File: src/rtl/step_capture_pkg.sv
// Shared motion definitions for the step/dir command interface.
// Direction polarity is common to the step generator and this receiver.
package step_capture_pkg;

    localparam logic DIR_POS = 1'b0;
    localparam logic DIR_NEG = 1'b1;

    localparam logic [0:0] FILT_LOW  = 1'b0;
    localparam logic [0:0] FILT_HIGH = 1'b1;

    function automatic logic signed [31:0] step_delta(input logic dir);
        return (dir == DIR_NEG) ? -32'sd1 : 32'sd1;
    endfunction

endpackage

File: src/rtl/step_capture_sync_filter.sv
// Two-flop synchronizer with an optional persistence filter.
// Reports accepted level changes and rejected short transitions.
module sync_filter
    import step_capture_pkg::*;
#(
    parameter int   FILTER_LEN = 4,
    parameter bit   BYPASS     = 1'b0,
    parameter logic RESET_VAL  = 1'b0
) (
    input  logic clk,
    input  logic reset,
    input  logic pin,
    output logic level,
    output logic rise,
    output logic fall,
    output logic glitch
);

    localparam int FW = (FILTER_LEN > 2) ? $clog2(FILTER_LEN) : 1;

    logic s1;
    logic s2;

    // Metastability guard for the asynchronous pin
    always_ff @(posedge clk) begin
        if (reset) begin
            s1 <= RESET_VAL;
            s2 <= RESET_VAL;
        end else begin
            s1 <= pin;
            s2 <= s1;
        end
    end

    if (BYPASS) begin : g_bypass
        assign level  = s2;
        assign rise   = 1'b0;
        assign fall   = 1'b0;
        assign glitch = 1'b0;
    end else begin : g_filter
        logic [0:0]    state;
        logic [FW-1:0] fcnt;
        logic          differ;
        logic          flip;

        assign differ = (s2 != state[0]);
        assign flip   = differ && (fcnt == FW'(FILTER_LEN - 1));

        // Accept a new level only after it persists FILTER_LEN cycles
        always_ff @(posedge clk) begin
            if (reset) begin
                state <= RESET_VAL ? FILT_HIGH : FILT_LOW;
                fcnt  <= '0;
            end else if (flip) begin
                state <= s2 ? FILT_HIGH : FILT_LOW;
                fcnt  <= '0;
            end else if (differ) begin
                fcnt  <= fcnt + 1'b1;
            end else if (fcnt != '0) begin
                fcnt  <= '0;
            end
        end

        assign level  = (state == FILT_HIGH);
        assign rise   = flip && s2;
        assign fall   = flip && !s2;
        assign glitch = !differ && (fcnt != '0);
    end

endmodule

File: src/rtl/step_capture.sv
// Step/dir receiver: decodes a filtered step stream into a signed
// position, measures the step period and flags timing violations.
module step_capture
    import step_capture_pkg::*;
#(
    parameter int FILTER_LEN = 4,
    parameter int DIR_SETUP  = 16,
    parameter int PERIOD_W   = 24
) (
    input  logic                clk,
    input  logic                reset,
    input  logic                step_in,
    input  logic                dir_in,
    input  logic                set_position,
    input  logic signed [31:0]  data_in,
    input  logic                clear_err,
    output logic signed [31:0]  position,
    output logic                step_strobe,
    output logic                step_dir,
    output logic [PERIOD_W-1:0] period,
    output logic                period_valid,
    output logic                stalled,
    output logic                dir_err,
    output logic                glitch_err
);

    localparam int DW = $clog2(DIR_SETUP + 1);
    localparam logic [PERIOD_W-1:0] PMAX = '1;

    logic                step_rise;
    logic                step_glitch;
    logic                step_unused_level;
    logic                step_unused_fall;
    logic                dir_s2;
    logic                dir_unused_rise;
    logic                dir_unused_fall;
    logic                dir_unused_glitch;
    logic                dir_last;
    logic [DW-1:0]       dir_stable;
    logic [PERIOD_W-1:0] pcnt;
    logic                have_step;
    logic                step_event;

    sync_filter #(
        .FILTER_LEN (FILTER_LEN),
        .BYPASS     (1'b0),
        .RESET_VAL  (1'b1)
    ) u_step (
        .clk    (clk),
        .reset  (reset),
        .pin    (step_in),
        .level  (step_unused_level),
        .rise   (step_rise),
        .fall   (step_unused_fall),
        .glitch (step_glitch)
    );

    sync_filter #(
        .FILTER_LEN (FILTER_LEN),
        .BYPASS     (1'b1),
        .RESET_VAL  (1'b0)
    ) u_dir (
        .clk    (clk),
        .reset  (reset),
        .pin    (dir_in),
        .level  (dir_s2),
        .rise   (dir_unused_rise),
        .fall   (dir_unused_fall),
        .glitch (dir_unused_glitch)
    );

    // A load request swallows a coincident step
    assign step_event = step_rise && !set_position;
    assign stalled    = (pcnt == PMAX);

    // Age of the current dir level, saturating at the setup window
    always_ff @(posedge clk) begin
        if (reset) begin
            dir_last   <= 1'b0;
            dir_stable <= '0;
        end else if (dir_s2 != dir_last) begin
            dir_last   <= dir_s2;
            dir_stable <= '0;
        end else if (dir_stable < DW'(DIR_SETUP)) begin
            dir_stable <= dir_stable + 1'b1;
        end
    end

    // Position accumulation and per-step outputs
    always_ff @(posedge clk) begin
        if (reset) begin
            position    <= '0;
            step_strobe <= 1'b0;
            step_dir    <= 1'b0;
        end else begin
            step_strobe <= step_event;
            if (set_position) begin
                position <= data_in;
            end else if (step_event) begin
                position <= position + step_delta(dir_s2);
                step_dir <= dir_s2;
            end
        end
    end

    // Sticky error flags; a new error beats a clear
    always_ff @(posedge clk) begin
        if (reset) begin
            dir_err    <= 1'b0;
            glitch_err <= 1'b0;
        end else begin
            if (step_event && (dir_stable < DW'(DIR_SETUP)))
                dir_err <= 1'b1;
            else if (clear_err)
                dir_err <= 1'b0;
            if (step_glitch)
                glitch_err <= 1'b1;
            else if (clear_err)
                glitch_err <= 1'b0;
        end
    end

    // Step-to-step period measurement with stall detection
    always_ff @(posedge clk) begin
        if (reset) begin
            pcnt         <= '0;
            period       <= '0;
            period_valid <= 1'b0;
            have_step    <= 1'b0;
        end else if (set_position) begin
            pcnt         <= '0;
            period_valid <= 1'b0;
            have_step    <= 1'b0;
        end else if (step_event) begin
            period       <= stalled ? PMAX : pcnt + 1'b1;
            pcnt         <= '0;
            period_valid <= have_step;
            have_step    <= 1'b1;
        end else if (stalled) begin
            period_valid <= 1'b0;
        end else begin
            pcnt <= pcnt + 1'b1;
        end
    end

endmodule

File: config.mk
export PLATFORM = sky130hd
export DESIGN_NAME = step_capture
export DESIGN_NICKNAME = d
export VERILOG_FILES = /design/src/rtl/step_capture_pkg.sv /design/src/rtl/step_capture_sync_filter.sv /design/src/rtl/step_capture.sv
export SDC_FILE = /design/constraint.sdc
export NUM_CORES = 1
export LEC_CHECK = 0
export ABC_AREA = 1
export CAP_MARGIN = 25
export CORE_AREA = 5 5 129 131
export CTS_BUF_LIST = sky130_fd_sc_hd__clkbuf_16
export DETAILED_ROUTE_END_ITERATION = 12
export DIE_AREA = 0 0 134 136
export PLACE_DENSITY_LB_ADDON = 0.05
export SYNTH_ARGS = -nofsm -noshare
export SYNTH_HDL_FRONTEND = slang
export SYNTH_HIERARCHICAL = 1
export SYNTH_SLANG_ARGS = --single-unit
File: constraint.sdc
create_clock -name clk -period 2 [get_ports clk]
set_input_delay 0.5 -clock clk [delete_from_list [all_inputs] [get_ports clk]]
set_output_delay 0.5 -clock clk [all_outputs]
set_load 0.005 [all_outputs]
# After elaboration in Yosys (flattened, before gate mapping)
# Cells that the tools add are included.
# totals
word_cells	57
mem_count	0
reg_bits	99
mem_bits_ro	0
ramBits	0
in_bits	38
latchBits	0
out_inout_bits	62
# op_classes
mul	0
shifts	0
n_mux	12
n_lt_le_gt_ge	1
n_bitwise	1
addsub	4
n_eq_ne	4
div_mod_pow	0
reduce_logical	18
# op_table
op	n
two-way mux 32 bit	3
adder 32 bit	1
adder 24 x 1 -> 24 bit, second input constant	1
equality test 24 bit, second input constant	1
two-way mux 24 bit	1
nonzero test 2 bit	6
two-way mux 1 bit	6
OR reduction 2 bit	3
adder 5 x 1 -> 5 bit, second input constant	1
logical AND 1 bit	5
< comparator 5 bit, second input constant	1
two-way mux 2 bit	2
OR reduction 3 bit	1
adder 2 x 1 -> 2 bit, second input constant	1
equality test 2 bit, second input constant	1
zero test 1 bit	2
inequality test 1 bit	2
AND reduction 2 bit	1
inverter 1 bit	1

# Depth between registers and ports, before layout
# Gate-level depths: netlist of run 1.
# logic_depth
word_depth	6
ltp_mapped	12
mapped_depth_nobuf	12

# By module
# The synthesis of run 1 kept the hierarchy.
# by_module_without_submodules
module	n_inst	area_per_inst_um2	seq_area_each_um2	cells_each
step_capture	1	6239.7	1841.8	987
sync_filter at u_step	1	265.3	100.1	31
sync_filter at u_dir	1	81.3	40.0	10

# Least setup slack after synthesis of run 1
# OpenSTA, ideal clock, no wires.
# synth_path
path_type	register to register
start	register u_dir.s2, in the netlist u_dir/level
end	register position[16]
path_stages_with_launch	11
n_path_buf	0
setup_ps	74
required_time_ps	1926
period_less_slack_ps	2206
t_arrival_ps	2132
setup_slack_ps	-206
cell_sequence	dfxtp_1 -> ha_1 -> nand2_1 -> inv_1 -> nand2_1 -> nand2_1 -> a21oi_1 -> nor2_1 -> o21ai_0 -> nand2_1 -> o21ai_0
# synth_between
elab_chain_len	4
# synth_lines
element	line	rtl
from (decl)	step_capture_sync_filter.sv:22	logic s2;
from (signal assigned)	step_capture_sync_filter.sv:28	s2 <= RESET_VAL;
from (signal assigned)	step_capture_sync_filter.sv:31	s2 <= s1;
two-way mux 32 bit	step_capture_pkg.sv:12	return (dir == DIR_NEG) ? -32'sd1 : 32'sd1;
adder 32 bit	step_capture.sv:100	position <= position + step_delta(dir_s2);
two-way mux 32 bit	step_capture.sv:99	end else if (step_event) begin
two-way mux 32 bit	step_capture.sv:97	if (set_position) begin
to (signal assigned)	step_capture.sv:98	position <= data_in;
to (signal assigned)	step_capture.sv:100	
to (decl)	step_capture.sv:17	output logic signed [31:0] position,
# Every way passes these cells. The select of a mux whose other input is x is not followed.
# A chain may end at the register's enable or synchronous reset.

# Worst setup path after layout of run 1
# layout_path
start	register pcnt[0]
end	output stalled
# layout_between
elab_chain_len	1
# layout_lines
element	line	rtl
from (decl)	step_capture.sv:40	logic [PERIOD_W-1:0] pcnt;
from (signal assigned)	step_capture.sv:142	pcnt <= pcnt + 1'b1;
equality test 24 bit	step_capture.sv:74	assign stalled = (pcnt == PMAX);
to (decl)	step_capture.sv:22	output logic stalled,
# Every way passes these cells.

==> impl_metrics.toml, run 1 <==
[layout]
syn2layout_area_growth_pct = 51.7
final_cells = 1429
most-common-layout-cells = "242 x nand2_1, 163 x inv_1, 104 x buf_4"
fin_area_um2 = 9940
fillers = 1372
layout-drive-gt1-share_pct = 26.2
nNetsFinal = 1305
diodes = 0
seqCellArea_um2 = 1990
layout_commonest_cell = "nand2_1"
multiInputGateArea_um2 = 4710

[place]
routabilityCongestion = 0.965
placedCellCount = 1403
place_area_um2 = 8580
post-dp-hpwl_um = 15600
detailedPlace.worstSlack_ps = -194
io_buffers = 99

[die]
pin_count = 100
initial_core_util_pct = 42.3
die_w_um = 134
num_rows = 46
die_h_um = 136
die-area_um2 = 18200
coreArea_um2 = 15500

[global_route]
grt_pass1_wl_um = 32400
grt_max_degree = 26
gr-total-overflow = 0
grt_antenna_before_repair = 0
grt_pass1_vias = 6700
track_usage_pct = 22.1

[worst_setup_path]
critical_path.max_stage_delay_ps = 360
crit_arrival_ps = 1670
crit_type = "register to output port"
cp.required_ps = 1500
crit_chain = "ha_4, nand3_4, nor2_4, nand2_4, nor2_4, nand2_2, nor3b_4, buf_2"
critPathSlowestCell = "dfxtp_2"
cp_top_family = "simple AND/OR/NAND/NOR gates"
cp-start-kind = "register"
cpMostUsedCell = "nor2_4"
cp-end-kind = "output port"
cp_max_fo = 2
crit_buf_inv = 1

[sta]
setup_viol = 1
rsz0062_at_grt = "true"
fin_crit_ps = 2170
skew_ps = 8.69
hold_slack_ps = 418
maxSlewViolCount = 0
finalHoldViolations = 0
slew_headroom_pct = 63.8
setup_tns_ps = -167
fin_crit_sh_pct = 108
setup_ws_ps = -167
tightest_slew_ps = 537
fmax_mhz = 461

[power]
p_leak_uw = 0.00483
p_per_area_nw_per_um2 = 481
vdd_drop_max_v = 0.000407

[routing]
wire_per_inst_um = 14.6
vias_per_cell = 5.01
drt-initial-drc-count = 339
drcViolationCount = 0
first_pass_iters = 6
num_vias = 7153
drt_wl_total_um = 20900
ant_nets = 0

[cts]
clkTransAtPathRegs_ps = 80
cts_tree = "built"
htreeDepth = 3
cts_buffer_depth = 2
cts_buffers = 9
clockRootBuffer = "clkbuf_16"
clk_latency_ps = 360
clock_sinks = 99

[yosys]
synth_area_um2 = 6560
yosysWarnings = 6
syn_avg_cell_area_um2 = 6.41
synthesis.nets = 1096
synthCells = 1023

[run_status]
status = "finished with violations"
violations = "setup timing"

[run]
maxCapViolations = 0

[hold_path]
hold_path_class = "register to register"
==> worst paths after layout <==
check	cells past startpoint	from	end	slack (ps)
worst min-delay path	2	u_dir/s1	u_dir/level	420
worst min register to register	2	u_dir/s1	u_dir/level	420
worst max register to register	14	u_dir/level	position[27]	20
worst max-delay path	8	pcnt[0]	stalled	-170
==> sequential cells by signal (all words and copies together), names as in the netlist, 2 cells and up <==
| register | count |
|---|---|
| position | 32 |
| pcnt | 24 |
| period | 24 |
| dir_stable | 5 |
| u_step/g_filter.fcnt | 2 |
==> area by class of cell <==
| type | instances | area share, % |
|---|---|---|
| clock inverter | 7 | 0.705 |
| timing repair buffer | 222 | 20.7 |
| clock buffer | 9 | 2.27 |
| multi-input combinational | 727 | 47.4 |
| tap | 192 | 2.42 |
| sequential | 99 | 20.0 |
| inverter | 173 | 6.54 |
==> routing by layer <==
layer  part of all wire (%)  GRT usage (%)
met2                     52           41.7
met5                      0              0
met1                     42           26.2
met3                    3.3           3.48
met4                    1.7           5.20
==> tightest hold or removal path, stage by stage (launching register included) <==
cell     delay (ps)
dfxtp_1         300
inv_1            40
nor2_1           40
==> where the power goes <==
part,total (uW),internal [uW],switching (uW)
Sequential,2090,2020,65.6
Combinational,888,477,411
Clock,1810,882,930
==> stage by stage <==
| step | util (%) | power, uW |
|---|---|---|
| after floorplan | - | 2440 |
| after global placement | 55.4 | 2810 |
| after detailed placement | 55.4 | 2810 |
| after CTS | 58.5 | 4640 |
| after global routing | 64.2 | 4980 |
| final | 64.2 | 4790 |
==> repair_timing <==
item                       in CTS  in global routing
pin swaps                       3                 44
setup buffers                   2                  8
resized for setup              38                180
hold buffers                    0                  0
setup endpoints to repair      24                 25
No activity file was read; power rests on OpenSTA's default activity.
==> run 2, diff against run 1 <==
--- a/config.mk
+++ b/config.mk
@@ -6,11 +6,12 @@
 export NUM_CORES = 1
 export LEC_CHECK = 0
 export ABC_AREA = 1
-export CAP_MARGIN = 25
+export CAP_MARGIN = 15
 export CORE_AREA = 5 5 129 131
 export CTS_BUF_LIST = sky130_fd_sc_hd__clkbuf_16
 export DETAILED_ROUTE_END_ITERATION = 12
 export DIE_AREA = 0 0 134 136
+export DONT_BUFFER_PORTS = 1
 export PLACE_DENSITY_LB_ADDON = 0.05
 export SYNTH_ARGS = -nofsm -noshare
 export SYNTH_HDL_FRONTEND = slang
==> run 2 against run 1 <==
The flow still finishes with violations (setup timing). Routed wire length shrank 5.2%. Clock-buffer cell count is the same. Total power shrank 5.2%. Global-route usage shrank 1.1 points. Clock skew grew 5.5 ps. Sequential share of layout area grew 4.1 points. Via count shrank 9.8%. Critical path type unchanged. Critical endpoint unchanged. Highest routed layer unchanged.
==> impl_metrics.toml, run 2 (synthesis gave the netlist of run 1 again) <==
[power]
vdd_drop_max_v = 0.000417
p_total_uw = 4540
p_leak_uw = 0.00406
p_per_area_nw_per_um2 = 550

[place]
place_area_um2 = 7150
routabilityCongestion = 0.852
io_buffers = 0
post-dp-hpwl_um = 14800
placedCellCount = 1246

[worst_setup_path]
critical_path.max_stage_delay_ps = 360
crit_type = "register to output port"
r2r_slack_ps = 70
crit_chain = "ha_4, nand3_4, nor2_4, nand2_4, nor2_4, nand2_2, nor3b_2, buf_4"
critPathSlowestCell = "dfxtp_2"
cp.required_ps = 1500
cp-end-kind = "output port"
cp_max_fo = 2
crit_arrival_ps = 1660
cp-start-kind = "register"
cpMostUsedCell = "nor2_4"

[routing]
ant_nets = 0
met3_length_um = 628
vias_per_cell = 5.06
drt-initial-drc-count = 415
wl_met2_um = 9830
drcViolationCount = 0
num_vias = 6451
drt_wl_total_um = 19800
routed.top_layer = "met4"
wire_per_inst_um = 15.6
first_pass_iters = 5
wl_met1_um = 8890

[sta]
maxSlewViolCount = 0
skew_ps = 14.2
setup_viol = 1
fin_crit_sh_pct = 108
setup_ws_ps = -158
finalHoldViolations = 0
fin_crit_ps = 2160
rsz0062_at_grt = "true"
slew_headroom_pct = 69.5
tightest_slew_ps = 456
fmax_mhz = 463

[die]
initial_core_util_pct = 42.3
die-area_um2 = 18200
coreArea_um2 = 15500
pin_count = 100
num_rows = 46
die_w_um = 134
die_h_um = 136

[cts]
cts_buffer_depth = 2
clock_sinks = 99
cts_tree = "built"
clkTransAtPathRegs_ps = 90
cts_buffers = 9
cts_hold_buffers = 0
clockRootBuffer = "clkbuf_16"
htreeDepth = 3
clk_latency_ps = 370

[layout]
syn2layout_area_growth_pct = 25.9
regMostFlops = "position"
largest_register_ffs = 32
reg_top3 = "position: 32 flops, pcnt: 24 flops, period: 24 flops"
most-common-layout-cells = "264 x nand2_1, 164 x inv_1, 92 x dfxtp_1"
layout-drive-gt1-share_pct = 21.6
final_cells = 1274
fin_area_um2 = 8260
nNetsFinal = 1150
fillers = 1554
layout_commonest_cell = "nand2_1"
diodes = 0

[run_status]
status = "finished with violations"
violations = "setup timing"

[hold_path]
hold_path_class = "primary input to register"

[global_route]
track_usage_pct = 21.0
grt_max_degree = 51
grt_pass1_vias = 6066
grt_pass1_wl_um = 30400
gr-total-overflow = 0
grt_antenna_before_repair = 0

[run]
maxCapViolations = 0
-- run 2: cell types whose count changed in the layout (fill, tap and decap cells not counted), sizes merged --
| cell | delta |
|---|---|
| inv | -2 |
| buf | -59 |
| clkbuf | +2 |
| clkdlybuf4s50 | -98 |
| clkinv | +2 |
-- run 2: layout make-up --
type,count,area [um^2],share of cell area (%)
well taps,192,240,2.91
inverters,173,651,7.88
clock inverters,7,80.1,0.970
repair buffers,67,588,7.12
clock buffers,9,225,2.73
flip-flops and latches,99,1990,24.1
multi-input cells,727,4480,54.3
-- run 2: worst max-delay path: cells and delay by family, from the launching register on --
| kind | cells | cell delay [ps] |
|---|---|---|
| adder cells (fa/ha/maj) | 1 | 150 |
| buffers and inverters | 1 | 150 |
| flip-flops | 1 | 360 |
| AND/OR/NAND/NOR | 6 | 620 |
-- run 2: layer usage --
layer	track usage, %	vias to the layer above
met1	26.2	2910
li1	-	3395
met5	0	-
met2	36.7	117
met3	3.40	29
met4	7.71	0
-- run 2: where the power goes --
group	total, uW	internal (uW)	leakage [uW]	switching, uW
Sequential	2100	2020	0.000809	74.8
Clock	1820	889	0.000145	926
Combinational	628	291	0.00310	336
-- run 2: metrics by stage --
step	hold WS (ps)	utilization, %	setup WS, ps	setup TNS [ps]
floorplan	381	-	117	0
global placement	415	46.2	5.22	0
detailed placement	409	46.2	0.534	0
CTS	183	48.4	-228	-228
global route	188	53.3	-249	-354
finish	199	53.3	-158	-158
-- run 2: worst paths after layout --
path                            cells past startpoint      endpoint   startpoint
worst min register to register                      1     u_step/s2    u_step/s1
worst max register to register                     11  position[24]  u_dir/level
worst min-delay path                                1   position[2]        reset
worst max-delay path                                8       stalled      pcnt[0]
-- run 2: what timing repair did --
item | 4_1_cts | 5_1_grt
cloned | 0 | 2
buffers inserted | 3 | 7
pin swaps | 2 | 23
setup endpoints to repair | 3 | 25
gates resized for setup | 7 | 144
